$ cat config.mk
export PLATFORM = sky130hd
export DESIGN_NAME = extra_sum_accum
export DESIGN_NICKNAME = d
export VERILOG_FILES = /design/src/rtl/extra_sum_pkg.sv /design/src/rtl/extra_sum_add.sv /design/src/rtl/extra_sum_accum.sv
export SDC_FILE = /design/constraint.sdc
export NUM_CORES = 1
export LEC_CHECK = 0
export CAP_MARGIN = 20
export CORE_MARGIN = 8
export CORE_UTILIZATION = 45
export DETAILED_ROUTE_END_ITERATION = 7
export PLACE_DENSITY = 0.68
export SYNTH_ARGS = -nofsm -noshare
export SYNTH_HDL_FRONTEND = slang
export SYNTH_HIERARCHICAL = 1
export SYNTH_SLANG_ARGS = --single-unit
$ cat constraint.sdc
create_clock -name clk -period 7.6 [get_ports clk]
set_input_delay 1.52 -clock clk [delete_from_list [all_inputs] [get_ports clk]]
set_output_delay 1.52 -clock clk [all_outputs]
set_load 0.01 [all_outputs]
$ cat src/rtl/extra_sum_pkg.sv
// Shared types for the grouped-sample summing stage (extra_sum_accum).
package extra_sum_pkg;

  typedef enum logic [1:0] {
    IDLE  = 2'd0,
    ACCUM = 2'd1,
    EMIT  = 2'd2
  } accum_state_e;

  // Beat counter is sized for the largest legal group so any BEATS override fits.
  localparam int BEATS_MAX = 255;
  localparam int CNT_W     = $clog2(BEATS_MAX + 1);

endpackage

$ cat src/rtl/extra_sum_add.sv
// Combinational WIDTH-bit adder returning sum and carry-out.
// With SATURATE_EN defined the sum clamps to all-ones on carry; otherwise it wraps.
module extra_sum_add #(
  parameter int WIDTH = 8
) (
  input  logic [WIDTH-1:0] a,
  input  logic [WIDTH-1:0] b,
  output logic [WIDTH-1:0] sum,
  output logic             carry
);

  logic [WIDTH:0] full;

  assign full  = {1'b0, a} + {1'b0, b};
  assign carry = full[WIDTH];

`ifdef SATURATE_EN
  assign sum = carry ? {WIDTH{1'b1}} : full[WIDTH-1:0];
`else
  assign sum = full[WIDTH-1:0];
`endif

endmodule

$ cat src/rtl/extra_sum_accum.sv
// Sums valid/ready sample groups of up to BEATS beats and emits a one-cycle sum_valid pulse.
// Optional macro SATURATE_EN makes the accumulator saturate instead of wrapping.
module extra_sum_accum
  import extra_sum_pkg::*;
#(
  parameter int WIDTH = 8,
  parameter int BEATS = 4
) (
  input  logic             clk,
  input  logic             rst_n,
  input  logic             clr,
  input  logic             in_valid,
  output logic             in_ready,
  input  logic [WIDTH-1:0] in_data,
  input  logic             in_last,
  output logic             sum_valid,
  output logic [WIDTH-1:0] sum_out,
  output logic             sum_ovf
);

  accum_state_e     state, state_nxt;
  logic [WIDTH-1:0] acc, acc_nxt;
  logic [CNT_W-1:0] cnt, cnt_nxt;
  logic             ovf, ovf_nxt;

  logic [WIDTH-1:0] add_a;
  logic [WIDTH-1:0] add_sum;
  logic             add_carry;
  logic             take;

  assign in_ready = (state != EMIT);
  assign take     = in_valid && in_ready && !clr;

  // Starting a group adds onto zero, so IDLE and ACCUM share one adder path.
  assign add_a = (state == IDLE) ? '0 : acc;

  extra_sum_add #(
    .WIDTH (WIDTH)
  ) u_add (
    .a     (add_a),
    .b     (in_data),
    .sum   (add_sum),
    .carry (add_carry)
  );

  always_comb begin
    state_nxt = state;
    acc_nxt   = acc;
    cnt_nxt   = cnt;
    ovf_nxt   = ovf;
    unique case (state)
      IDLE, ACCUM: begin
        if (clr) begin
          state_nxt = IDLE;
          acc_nxt   = '0;
          cnt_nxt   = '0;
          ovf_nxt   = 1'b0;
        end else if (take) begin
          acc_nxt = add_sum;
          cnt_nxt = (state == IDLE) ? CNT_W'(1) : cnt + CNT_W'(1);
          ovf_nxt = (state == IDLE) ? 1'b0 : (ovf | add_carry);
          if (in_last || (cnt_nxt == CNT_W'(BEATS)))
            state_nxt = EMIT;
          else
            state_nxt = ACCUM;
        end
      end
      EMIT: begin
        state_nxt = IDLE;
        acc_nxt   = '0;
        cnt_nxt   = '0;
        ovf_nxt   = 1'b0;
      end
      default: begin
        state_nxt = IDLE;
        acc_nxt   = '0;
        cnt_nxt   = '0;
        ovf_nxt   = 1'b0;
      end
    endcase
  end

  always_ff @(posedge clk or negedge rst_n) begin
    if (!rst_n) begin
      state <= IDLE;
      acc   <= '0;
      cnt   <= '0;
      ovf   <= 1'b0;
    end else begin
      state <= state_nxt;
      acc   <= acc_nxt;
      cnt   <= cnt_nxt;
      ovf   <= ovf_nxt;
    end
  end

  // Output register: sum_out/sum_ovf hold between pulses.
  always_ff @(posedge clk or negedge rst_n) begin
    if (!rst_n) begin
      sum_valid <= 1'b0;
      sum_out   <= '0;
      sum_ovf   <= 1'b0;
    end else begin
      sum_valid <= (state == EMIT);
      if (state == EMIT) begin
        sum_out <= acc;
        sum_ovf <= ovf;
      end
    end
  end

  a_pulse_single: assert property (@(posedge clk) disable iff (!rst_n)
    sum_valid |=> !sum_valid);
  a_emit_one_cycle: assert property (@(posedge clk) disable iff (!rst_n)
    (state == EMIT) |=> (state == IDLE));

endmodule
# == Word-level counts from Yosys, hierarchy flattened ==
# Index checks and enable logic that the tools add are counted.
# totals
rom_bits,0
n_memories,0
in_bits,13
out_inout_bits,11
elab_cells,37
latch_bits,0
mem_bits_rw,0
ff_bits,29
# classes
mux,16
shifts,0
mul,0
bitwise_logic,1
n_reduce_logical,6
n_eq_ne,5
n_lt_le_gt_ge,0
n_div,0
add_sub_neg,2
# ops
op,count
2-to-1 mux 8 bit,8
adder 8 x 8 -> 9 bit,1
"adder 8 x 1 -> 8 bit, second input constant",1
"== test 8 x 3 -> 1 bit, second input constant",1
2-to-1 mux 2 bit,4
2-to-1 mux 1 bit,4
"inequality test 3 bit, second input constant",1
"== test 2 x 1 -> 1 bit, second input constant",1
"== test 2 bit, second input constant",1
logical AND 1 bit,2
logical NOT 2 bit,1
"inequality test 2 bit, second input constant",1
OR reduction 2 bit,1
logical NOT 1 bit,1
logical OR 1 bit,1
bitwise OR 1 bit,1

# == Logic depth before layout (Yosys ltp) ==
# Gate-level depths: netlist of the first run.
# depth
depth_word,8
ltp_mapped,12
mapped_depth_nobuf,10

# == Modules after synthesis ==
# Netlist of the first run, hierarchy kept.
# by_module_without_submodules
mod,seq_area_each_um2,area_per_inst_um2,instances,cells_per_inst
extra_sum_accum,725.7,1418.9,1,138
extra_sum_add,0.0,324.1,1,42

# == Worst setup path after synthesis of the first run ==
# Ideal clock, no wire load.
# synth_timing
kind,input-to-reg
startpoint,input port in_data[0]
endpoint,register ovf
setup_ns,0.128
path_slack_ns,4.741
required_time_ns,7.472
arrival_ns,2.731
stages,8
path_cell_list,ha_1 -> fa_1 -> a21oi_1 -> nor2_1 -> nor2_1 -> o21ai_0 -> a21oi_1 -> nor3_1
# synth_via
elab_chain_cells,6
# synth_rtl
item,line,text
from (decl),extra_sum_accum.sv:14,"input logic [WIDTH-1:0] in_data,"
adder 8 x 8 -> 9 bit,extra_sum_add.sv:14,"assign full = {1'b0, a} + {1'b0, b};"
named net add_carry,extra_sum_accum.sv:28,logic add_carry;
bitwise OR 1 bit,extra_sum_accum.sv:61,ovf_nxt = (state == IDLE) ? 1'b0 : (ovf | add_carry);
2-to-1 mux 1 bit,extra_sum_accum.sv:61,
2-to-1 mux 1 bit,extra_sum_accum.sv:58,end else if (take) begin
2-to-1 mux 1 bit,extra_sum_accum.sv:53,if (clr) begin
2-to-1 mux 1 bit,extra_sum_accum.sv:51,unique case (state)
to (signal assigned),extra_sum_accum.sv:93,ovf <= ovf_nxt;
to (decl),extra_sum_accum.sv:24,"logic ovf, ovf_nxt;"
# The timed path passes the listed nets, and every way through them passes these cells. The select of a mux whose other input is x is not followed.
# A chain may end at the register's enable or synchronous reset.

# == Worst setup path in the final report of the first run ==
# layout_timing
startpoint,register state[0]
endpoint,output port in_ready
# layout_via
elab_chain_cells,1
# layout_rtl
item,line,text
from (decl),extra_sum_accum.sv:21,"accum_state_e state, state_nxt;"
from (signal assigned),extra_sum_accum.sv:90,state <= state_nxt;
inequality test 2 bit,extra_sum_accum.sv:31,assign in_ready = (state != EMIT);
to (decl),extra_sum_accum.sv:13,"output logic in_ready,"
# No other way between the ends.

==> impl_metrics.ini, run 1 <==
[floorplanning]
fp.dieArea_um2 = 6121
coreArea_um2 = 3689
die_w_um = 78.24
num_rows = 22
io_pins = 24
die_height_um = 78.24
start_util_pct = 47.25

[logic_synthesis]
post_synth_main_area_contributors = dfrtp_1 (42%), ha_1 (6.5%), mux2_2 (5.8%)
syn-num-nets = 203
syn_area_per_cell_um2 = 9.683
yosysTopAreaCellShare_pct = 41.64
async_flop_share_pct = 100.0
yosysMostFrequentCell = dfrtp_1
syn_area_um2 = 1743
synth_top_flop_cell = dfrtp_1
synth_top_area_cell = dfrtp_1
ys_seq_area_share_pct = 41.64
ys_ff_latch = 29
synth.distinct_cells = 41
synth-edff-count = 0
synthCells = 180
synthTopCellsByCount = dfrtp_1 (29), nor2_1 (16), a21oi_1 (11)
yosys_warnings = 6

[setup_path]
start_kind = flop
worstRegToRegCells = 10
reg2reg_to = ovf$_DFFE_PN0P_
rr_startpoint = state[0]$_DFFE_PN0P_
rrSetupSlack_ns = 4.95
crit_type = reg2out
endpoint = in_ready
required_ns = 6.08
critPathCaptureType = output pin
worst-path-max-fanout = 11
startpoint = state[0]$_DFFE_PN0P_
cp.arrival_ns = 1.99

[global_route]
antenna_found_initial = 0
grt_pass1_wl_um = 6396
grt_pass1_vias = 1360
grt_overflow_total = 0
grt_usage_pct = 12.92
grt_max_degree = 30

[drt]
vias_per_cell = 5.563
first_pass_iters = 4
wirelength_um = 3856
remaining_drc_errors = 0
initialDrtViolationCount = 87
vias = 1402
wl_per_cell_um = 15.30
ant_nets = 0

[cells_and_area]
nets = 226
drive_above_1_share_pct = 10.29
nFillCells = 336
diodes = 0
syn_to_final_growth_pct = 20.03

[run_status]
status = finished, final reports clean

[clocking]
post_cts_buffers = 0
numClockSinks = 29
cts-root-buf = clkbuf_8
clk_pin_slew_worst_paths_ns = 0.06
clkLatencyLatePin_ns = 0.28
h-tree-depth = 2
holdBufCountCts = 0
cts-resized-gates = 0
clock_path_buffers = 2
cts_tree = built
cts_made_buffers = 5

[sta]
period_share_pct = 46.12
clock_skew_ns = 0.003188
slew_violations = 0
setup-tns-final_ns = 0
rsz0062_at_grt = no
fin_crit_ns = 3.505
tightest_slew_ns = 1.153
finalSetupViolCount = 0
finalHoldViolations = 0
fmax_mhz = 285.3
relSlewSlack_pct = 22.91

[power]
p_leak_nw = 0.9499
power_mw = 0.3675
ir_worst_vdd_uv = 94.28
power.density_nw_per_um2 = 175.7

[placement]
gp_congestion = 0.8421
hpwl_um = 2739
io_buffers = 23

[hold_path]
hold_path.class = reg2reg

[run]
cap_viol_max_count = 0
## layout make-up
| class | count | area [µm²] | share of cell area [%] |
|---|---|---|---|
| multi-input combinational | 138 | 967.2 | 46.23 |
| inverter | 5 | 18.77 | 0.8971 |
| clock inverter | 2 | 10.01 | 0.4785 |
| sequential | 29 | 725.7 | 34.69 |
| tap | 48 | 60.06 | 2.871 |
| timing repair buffer | 24 | 237.7 | 11.36 |
| clock buffer | 6 | 72.57 | 3.469 |
## worst max-delay path, cell delays in order, from the launching register on
cell	delay, ns
dfrtp_1	0.52
nand2b_1	0.53
clkdlybuf4s50_1	0.65
## power breakdown
| part | internal, mW | switching [mW] | leakage, nW |
|---|---|---|---|
| registers | 0.166 | 0.00743 | 0.393 |
| logic | 0.0374 | 0.0329 | 0.512 |
| clock network | 0.0633 | 0.0608 | 0.0450 |
| total | 0.266 | 0.101 | 0.950 |
## metrics by stage
step                setup slack (ns)  utilization, %  cells  hold slack (ns)  cell area (µm²)
finish                         4.095           56.72    252           0.5067             2092
global route                   3.991           56.72    252           0.5206             2092
CTS                            4.035           56.72    252           0.5077             2092
detailed placement             4.184           54.48    244           0.4931             2009
global placement               4.203           54.48    244           0.4869             2009
floorplan                      4.741               -    180           0.4815             1743
## metal layers
metal	vias to the layer above	track usage, %	wire (µm)
met2	29	21.71	1870
met5	-	0	0
met3	5	5.353	233
met1	682	14.82	1715
li1	686	-	-
met4	0	3.333	36
## layout by cell type, fill, tap and decap left out, types with 6 or more instances in the layout
| cell type | count |
|---|---|
| nor3_1 | 6 |
| clkdlybuf4s50_1 | 23 |
| nand3_1 | 6 |
| mux2i_1 | 9 |
| dfrtp_1 | 29 |
| nand2_1 | 9 |
| and2_1 | 9 |
| ha_1 | 9 |
| nor2_1 | 16 |
| nor2b_1 | 6 |
| a21oi_1 | 11 |
| mux2_2 | 9 |
| o21ai_0 | 7 |
## state kept, by name, indices dropped and copies added (netlist names)
| name | flops |
|---|---|
| sum_valid | 1 |
| sum_out | 8 |
| cnt | 8 |
| acc | 8 |
| ovf | 1 |
| state | 2 |
| sum_ovf | 1 |
## worst min path at each step
| stage | from | endpoint | slack [ns] | cells past startpoint |
|---|---|---|---|---|
| 5_1_grt | sum_out[0]$_DFFE_PN0P_ | sum_out[0]$_DFFE_PN0P_ | 0.52 | 1 |
| 2_1_floorplan | ovf$_DFFE_PN0P_ | sum_ovf$_DFFE_PN0P_ | 0.48 | 1 |
| 6_report | sum_out[0]$_DFFE_PN0P_ | sum_out[0]$_DFFE_PN0P_ | 0.51 | 1 |
| 4_1_cts | sum_out[0]$_DFFE_PN0P_ | sum_out[0]$_DFFE_PN0P_ | 0.51 | 1 |
| 3_5_place_dp | sum_out[0]$_DFFE_PN0P_ | sum_out[0]$_DFFE_PN0P_ | 0.49 | 1 |
| 3_3_place_gp | sum_out[1]$_DFFE_PN0P_ | sum_out[1]$_DFFE_PN0P_ | 0.49 | 1 |
## cells by family (layout without fill, tap and decap cells)
group,Yosys count,after routing,share of synthesized area [%]
flip-flops,29,29,41.64
AND/OR/NAND/NOR,69,69,20.89
buffers and inverters,13,37,2.870
multiplexers,18,18,10.98
adder cells (fa/ha/maj),10,10,7.610
XOR/XNOR,7,7,3.518
AO/OA/AOI/OAI,34,34,12.49
Note: power is estimated with default switching activity, not from simulation.
==> inputs of run 2 (changes only) <==
--- a/config.mk
+++ b/config.mk
@@ -9,7 +9,7 @@
 export CORE_MARGIN = 8
 export CORE_UTILIZATION = 45
 export DETAILED_ROUTE_END_ITERATION = 7
-export PLACE_DENSITY = 0.68
+export PLACE_DENSITY = 0.7
 export SYNTH_ARGS = -nofsm -noshare
 export SYNTH_HDL_FRONTEND = slang
 export SYNTH_HIERARCHICAL = 1
==> constraint.sdc (replaced) <==
create_clock -name clk -period 2.85 [get_ports clk]
set_input_delay 0.57 -clock clk [delete_from_list [all_inputs] [get_ports clk]]
set_output_delay 0.57 -clock clk [all_outputs]
set_load 0.01 [all_outputs]
==> run 2 against run 1 <==
Effect of this change: sequential power rose to 2.7 times the previous value; global-route usage fell by 0.26 points; hold slack got worse by 0.0020 ns; combinational power rose to 2.7 times the previous value; non-clock buffer count rose by 3; via count rose by 0.50%; final cell count rose by 0.79%; flip-flop and latch count did not move; wire length fell by 2.4%; register-to-register slack got worse by 4.7 ns; die area did not move; count of clock-buffer cells in the layout rose by 1; critical endpoint is now ovf$_DFFE_PN0P_; highest routed layer unchanged.
==> impl_metrics.ini, run 2 (same netlist as run 1, synthesis figures left out) <==
[run_status]
status = finished, final reports clean

[sta]
slew_violations = 0
fin_crit_ns = 2.616
fmax_mhz = 382.2
period_share_pct = 91.81
setup-tns-final_ns = 0
clock_skew_ns = 0.009760
tightest_slew_ns = 0.5263
rsz0062_at_grt = no
finalHoldViolations = 0
finalSetupViolCount = 0
relSlewSlack_pct = 64.80

[power]
p_leak_nw = 0.9631
power.density_nw_per_um2 = 465.7
ir_worst_vdd_uv = 330.2
power_frac_comb_pct = 19.3
seqPwrFrac_pct = 46.7
netSwitchingFraction_pct = 25.53
p_int_mw = 0.7347
p_switching_mw = 0.2518
clkPwrFrac_pct = 34.0

[cells_and_area]
mostFrequentLayoutCell = dfrtp_1
drive_above_1_share_pct = 11.17
final_cell_mix = dfrtp_1 (29), clkdlybuf4s50_1 (23), nor2_1 (16), a21oi_1 (11)
diodes = 0
fin_area_um2 = 2118
reg_top3 = acc (8), cnt (8), sum_out (8)
nets = 229
syn_to_final_growth_pct = 21.54

[floorplanning]
die_w_um = 78.24
num_rows = 22
die_height_um = 78.24
io_pins = 24
coreArea_um2 = 3689
start_util_pct = 47.25
fp.dieArea_um2 = 6121

[clocking]
numClockSinks = 29
clock_path_buffers = 2
holdBufCountCts = 0
clkLatencyLatePin_ns = 0.28
h-tree-depth = 2
cts-root-buf = clkbuf_8
cts-resized-gates = 0
cts_tree = built
cts_made_buffers = 5
clk_pin_slew_worst_paths_ns = 0.06
post_cts_buffers = 0

[setup_path]
crit_type = reg2reg
cp.arrival_ns = 2.77
worst-path-max-fanout = 11
start_kind = flop
critPathCaptureType = flop
required_ns = 3.00

[global_route]
use_met3_pct = 3.986
antenna_found_initial = 0
use_met1_pct = 15.43
grt_overflow_total = 0
grt_usage_pct = 12.66
use_met2_pct = 20.88
top_usage_layer = met2
grt_pass1_wl_um = 6375
grt_max_degree = 30
grt_pass1_vias = 1434

[placement]
hpwl_um = 2845
io_buffers = 23
gp_congestion = 0.8372
placed_area_um2 = 2032

[drt]
wirelength_um = 3765
initialDrtViolationCount = 92
first_pass_iters = 4
remaining_drc_errors = 0
ant_nets = 0
vias_per_cell = 5.547
vias = 1409
wl_per_cell_um = 14.82

[hold_path]
hold_path.class = reg2reg

[run]
cap_viol_max_count = 0
==> run 2: changes by cell type in the layout (fill, tap and decap cells not counted) <==
cell	delta
buf_4	+3
clkbuf_8	+1
clkinv_2	-2
==> run 2: cell type report <==
cell class / count / area [µm²]
Clock buffer: 7 / 86.33
Multi-Input combinational cell: 138 / 967.2
Inverter: 5 / 18.77
Tap cell: 48 / 60.06
Fill cell: 315 / 1570
Timing Repair Buffer: 27 / 260.3
Sequential cell: 29 / 725.7
==> run 2: per-stage QoR <==
step                      instances  setup slack [ns]  total power, mW  util, %  hold slack (ns)
after floorplan                 180            0.3570           0.5687        -           0.2744
after global placement          247            0.3775           0.6558    55.09           0.4893
after detailed placement        247            0.2492           0.6605    55.09           0.4951
after CTS                       254            0.2508            1.001    57.43           0.5092
after global routing            254          0.009742            1.041    57.43           0.5271
final                           254            0.2335           0.9866    57.43           0.5047
==> run 2: layer usage <==
metal / part of all wire, % / wire (µm) / vias up
li1: - / - / 691
met5: 0 / 0 / -
met4: 0.66 / 25 / 0
met1: 45 / 1683 / 676
met2: 49 / 1839 / 39
met3: 5.7 / 216 / 3
==> run 2: worst paths after layout <==
kind / depth (start not counted) / start / slack (ns) / end
worst max-delay path: 10 / state[0]$_DFFE_PN0P_ / 0.23 / ovf$_DFFE_PN0P_
worst min-delay path: 1 / sum_out[1]$_DFFE_PN0P_ / 0.50 / sum_out[1]$_DFFE_PN0P_
worst max register to register: 10 / state[0]$_DFFE_PN0P_ / 0.23 / ovf$_DFFE_PN0P_
worst min register to register: 1 / sum_out[1]$_DFFE_PN0P_ / 0.50 / sum_out[1]$_DFFE_PN0P_
max in group asynchronous: 2 / rst_n / 1.90 / acc[2]$_DFFE_PN0P_
min in group asynchronous: 2 / rst_n / 0.67 / cnt[6]$_DFFE_PN0P_
==> run 2: power groups by stage <==
stage	Clock [mW]	Sequential [mW]	Combinational, mW
finish	0.335	0.461	0.190
global route	0.367	0.465	0.209
CTS	0.347	0.461	0.193
detailed placement	0	0.469	0.192
global placement	0	0.468	0.188
floorplan	0	0.473	0.0954
==> run 2: worst max-delay path: stages (launching register included) <==
cell and delay [ns]:
dfrtp_1 0.45, or2_2 0.42, and2_1 0.20, ha_1 0.23, fa_1 0.40, a21oi_1 0.21
nor2_1 0.06, nor2_1 0.15, o21ai_0 0.13, a21oi_1 0.18, nor3_1 0.06
==> inputs of run 3 (changes only) <==
--- a/config.mk
+++ b/config.mk
@@ -5,11 +5,12 @@
 export SDC_FILE = /design/constraint.sdc
 export NUM_CORES = 1
 export LEC_CHECK = 0
+export ABC_AREA = 0
 export CAP_MARGIN = 20
 export CORE_MARGIN = 8
-export CORE_UTILIZATION = 45
+export CORE_UTILIZATION = 49
 export DETAILED_ROUTE_END_ITERATION = 7
-export PLACE_DENSITY = 0.7
+export PLACE_DENSITY = 0.75
 export SYNTH_ARGS = -nofsm -noshare
 export SYNTH_HDL_FRONTEND = slang
 export SYNTH_HIERARCHICAL = 1
==> run 3 against run 2 <==
Effect of this change: maximum frequency grew 0.82%; sequential share of layout area is 0.66 points higher; first-iteration DRC count shrank 5.4%; die area is 6.5% lower; sequential power hardly changed; combinational power about the same; core utilization up 3.9 points; global-route usage rose by 2.0 points; highest routed layer unchanged.
==> impl_metrics.ini, run 3 (same netlist as run 1, synthesis figures left out) <==
[run_status]
status = finished, final reports clean

[cells_and_area]
final_cell_mix = dfrtp_1 (29), clkdlybuf4s50_1 (23), nor2_1 (16), a21oi_1 (11)
drive_above_1_share_pct = 10.63
seq_area_um2 = 725.7
final_core_utilization_pct = 61.31
final_cells = 253
syn_to_final_growth_pct = 19.24
fin_area_um2 = 2078
mostFrequentLayoutCell = dfrtp_1
nFillCells = 276
multiInputGateArea_um2 = 967.2
reg_top3 = acc (8), cnt (8), sum_out (8)
nets = 229
diodes = 0

[drt]
wirelength_um = 3751
initialDrtViolationCount = 87
vias_per_cell = 5.522
wl_per_cell_um = 14.83
ant_nets = 0
vias = 1397
first_pass_iters = 4
remaining_drc_errors = 0

[floorplanning]
io_pins = 24
start_util_pct = 51.42
coreArea_um2 = 3390
die_w_um = 75.64
fp.dieArea_um2 = 5721
num_rows = 21
die_height_um = 75.64

[sta]
slew_violations = 0
fmax_mhz = 385.3
period_share_pct = 91.06
finalSetupViolCount = 0
finalHoldViolations = 0
tightest_slew_ns = 0.3897
rsz0062_at_grt = no
layout_setup_ws_ns = 0.2549
setup-tns-final_ns = 0
relSlewSlack_pct = 73.35
clock_skew_ns = 0.005450
fin_crit_ns = 2.595

[global_route]
grt_overflow_total = 0
grt_pass1_wl_um = 6341
grt_pass1_vias = 1431
grt_usage_pct = 14.65
grt_max_degree = 30
antenna_found_initial = 0

[clocking]
numClockSinks = 29
clock_path_buffers = 2
cts_made_buffers = 5
holdBufCountCts = 0
cts_tree = built
clkLatencyLatePin_ns = 0.33
h-tree-depth = 2
clk_pin_slew_worst_paths_ns = 0.08
post_cts_buffers = 0
cts-resized-gates = 0
cts-root-buf = clkbuf_4

[power]
p_leak_nw = 0.9454
ir_worst_vdd_uv = 272.6
power.density_nw_per_um2 = 424.1

[run]
cap_viol_max_count = 0

[placement]
io_buffers = 23
post-place-cells = 245
hpwl_um = 2925
placed_area_um2 = 2029
gp_congestion = 0.8534
place_ws_ns = 0.2475

[setup_path]
worst-path-max-fanout = 11
required_ns = 3.06
crit_type = reg2reg
cp.arrival_ns = 2.80
critPathCaptureType = flop
start_kind = flop

[hold_path]
hold_path.class = reg2reg
run 3: cell types whose count changed in the layout (fill, tap and decap cells not counted):
cell / delta
clkbuf_8: -6
clkbuf_1: +2
clkbuf_4: +5
run 3: area by class of cell:
type | count | share of cell area (%)
clock buffer | 8 | 2.348
inverter | 5 | 0.9031
multi-input combinational | 138 | 46.54
sequential | 29 | 34.92
tap | 46 | 2.769
timing repair buffer | 27 | 12.52
run 3: worst paths after layout:
| path | start | to | slack (ns) | cells past startpoint |
|---|---|---|---|---|
| worst max register to register | state[0]$_DFFE_PN0P_ | ovf$_DFFE_PN0P_ | 0.25 | 10 |
| worst min register to register | sum_out[2]$_DFFE_PN0P_ | sum_out[2]$_DFFE_PN0P_ | 0.51 | 1 |
| max in group asynchronous | rst_n | cnt[0]$_DFFE_PN0P_ | 1.98 | 2 |
| worst max-delay path | state[0]$_DFFE_PN0P_ | ovf$_DFFE_PN0P_ | 0.25 | 10 |
| min in group asynchronous | rst_n | cnt[6]$_DFFE_PN0P_ | 0.60 | 2 |
| worst min-delay path | sum_out[2]$_DFFE_PN0P_ | sum_out[2]$_DFFE_PN0P_ | 0.51 | 1 |
run 3: worst max-delay path, cell delays in order, from the launching register on:
cell and delay, ns:
dfrtp_1 0.46, or2_2 0.42, and2_1 0.20, ha_1 0.23
fa_1 0.41, a21oi_1 0.21, nor2_1 0.06, nor2_1 0.17
o21ai_0 0.12, a21oi_1 0.15, nor3_1 0.05
run 3: report_power, final:
group / switching (mW) / internal (mW)
logic: 0.0888 / 0.102
clock network: 0.130 / 0.0980
registers: 0.0217 / 0.441
total: 0.240 / 0.641
run 3: per-stage QoR:
stage          power (mW)  hold WS, ns
2_1_floorplan      0.5687       0.2744
3_3_place_gp       0.6544       0.4870
3_5_place_dp       0.6643       0.4982
4_1_cts            0.8918       0.5163
5_1_grt            0.9389       0.5338
6_report           0.8814       0.5130
run 3: per-layer routing:
metal,global-route usage (%),wire length [µm],vias up
met2,25.89,1858,28
met1,15.89,1669,676
li1,-,-,691
met5,0,0,-
met3,5.658,205,2
met4,4.051,17,0
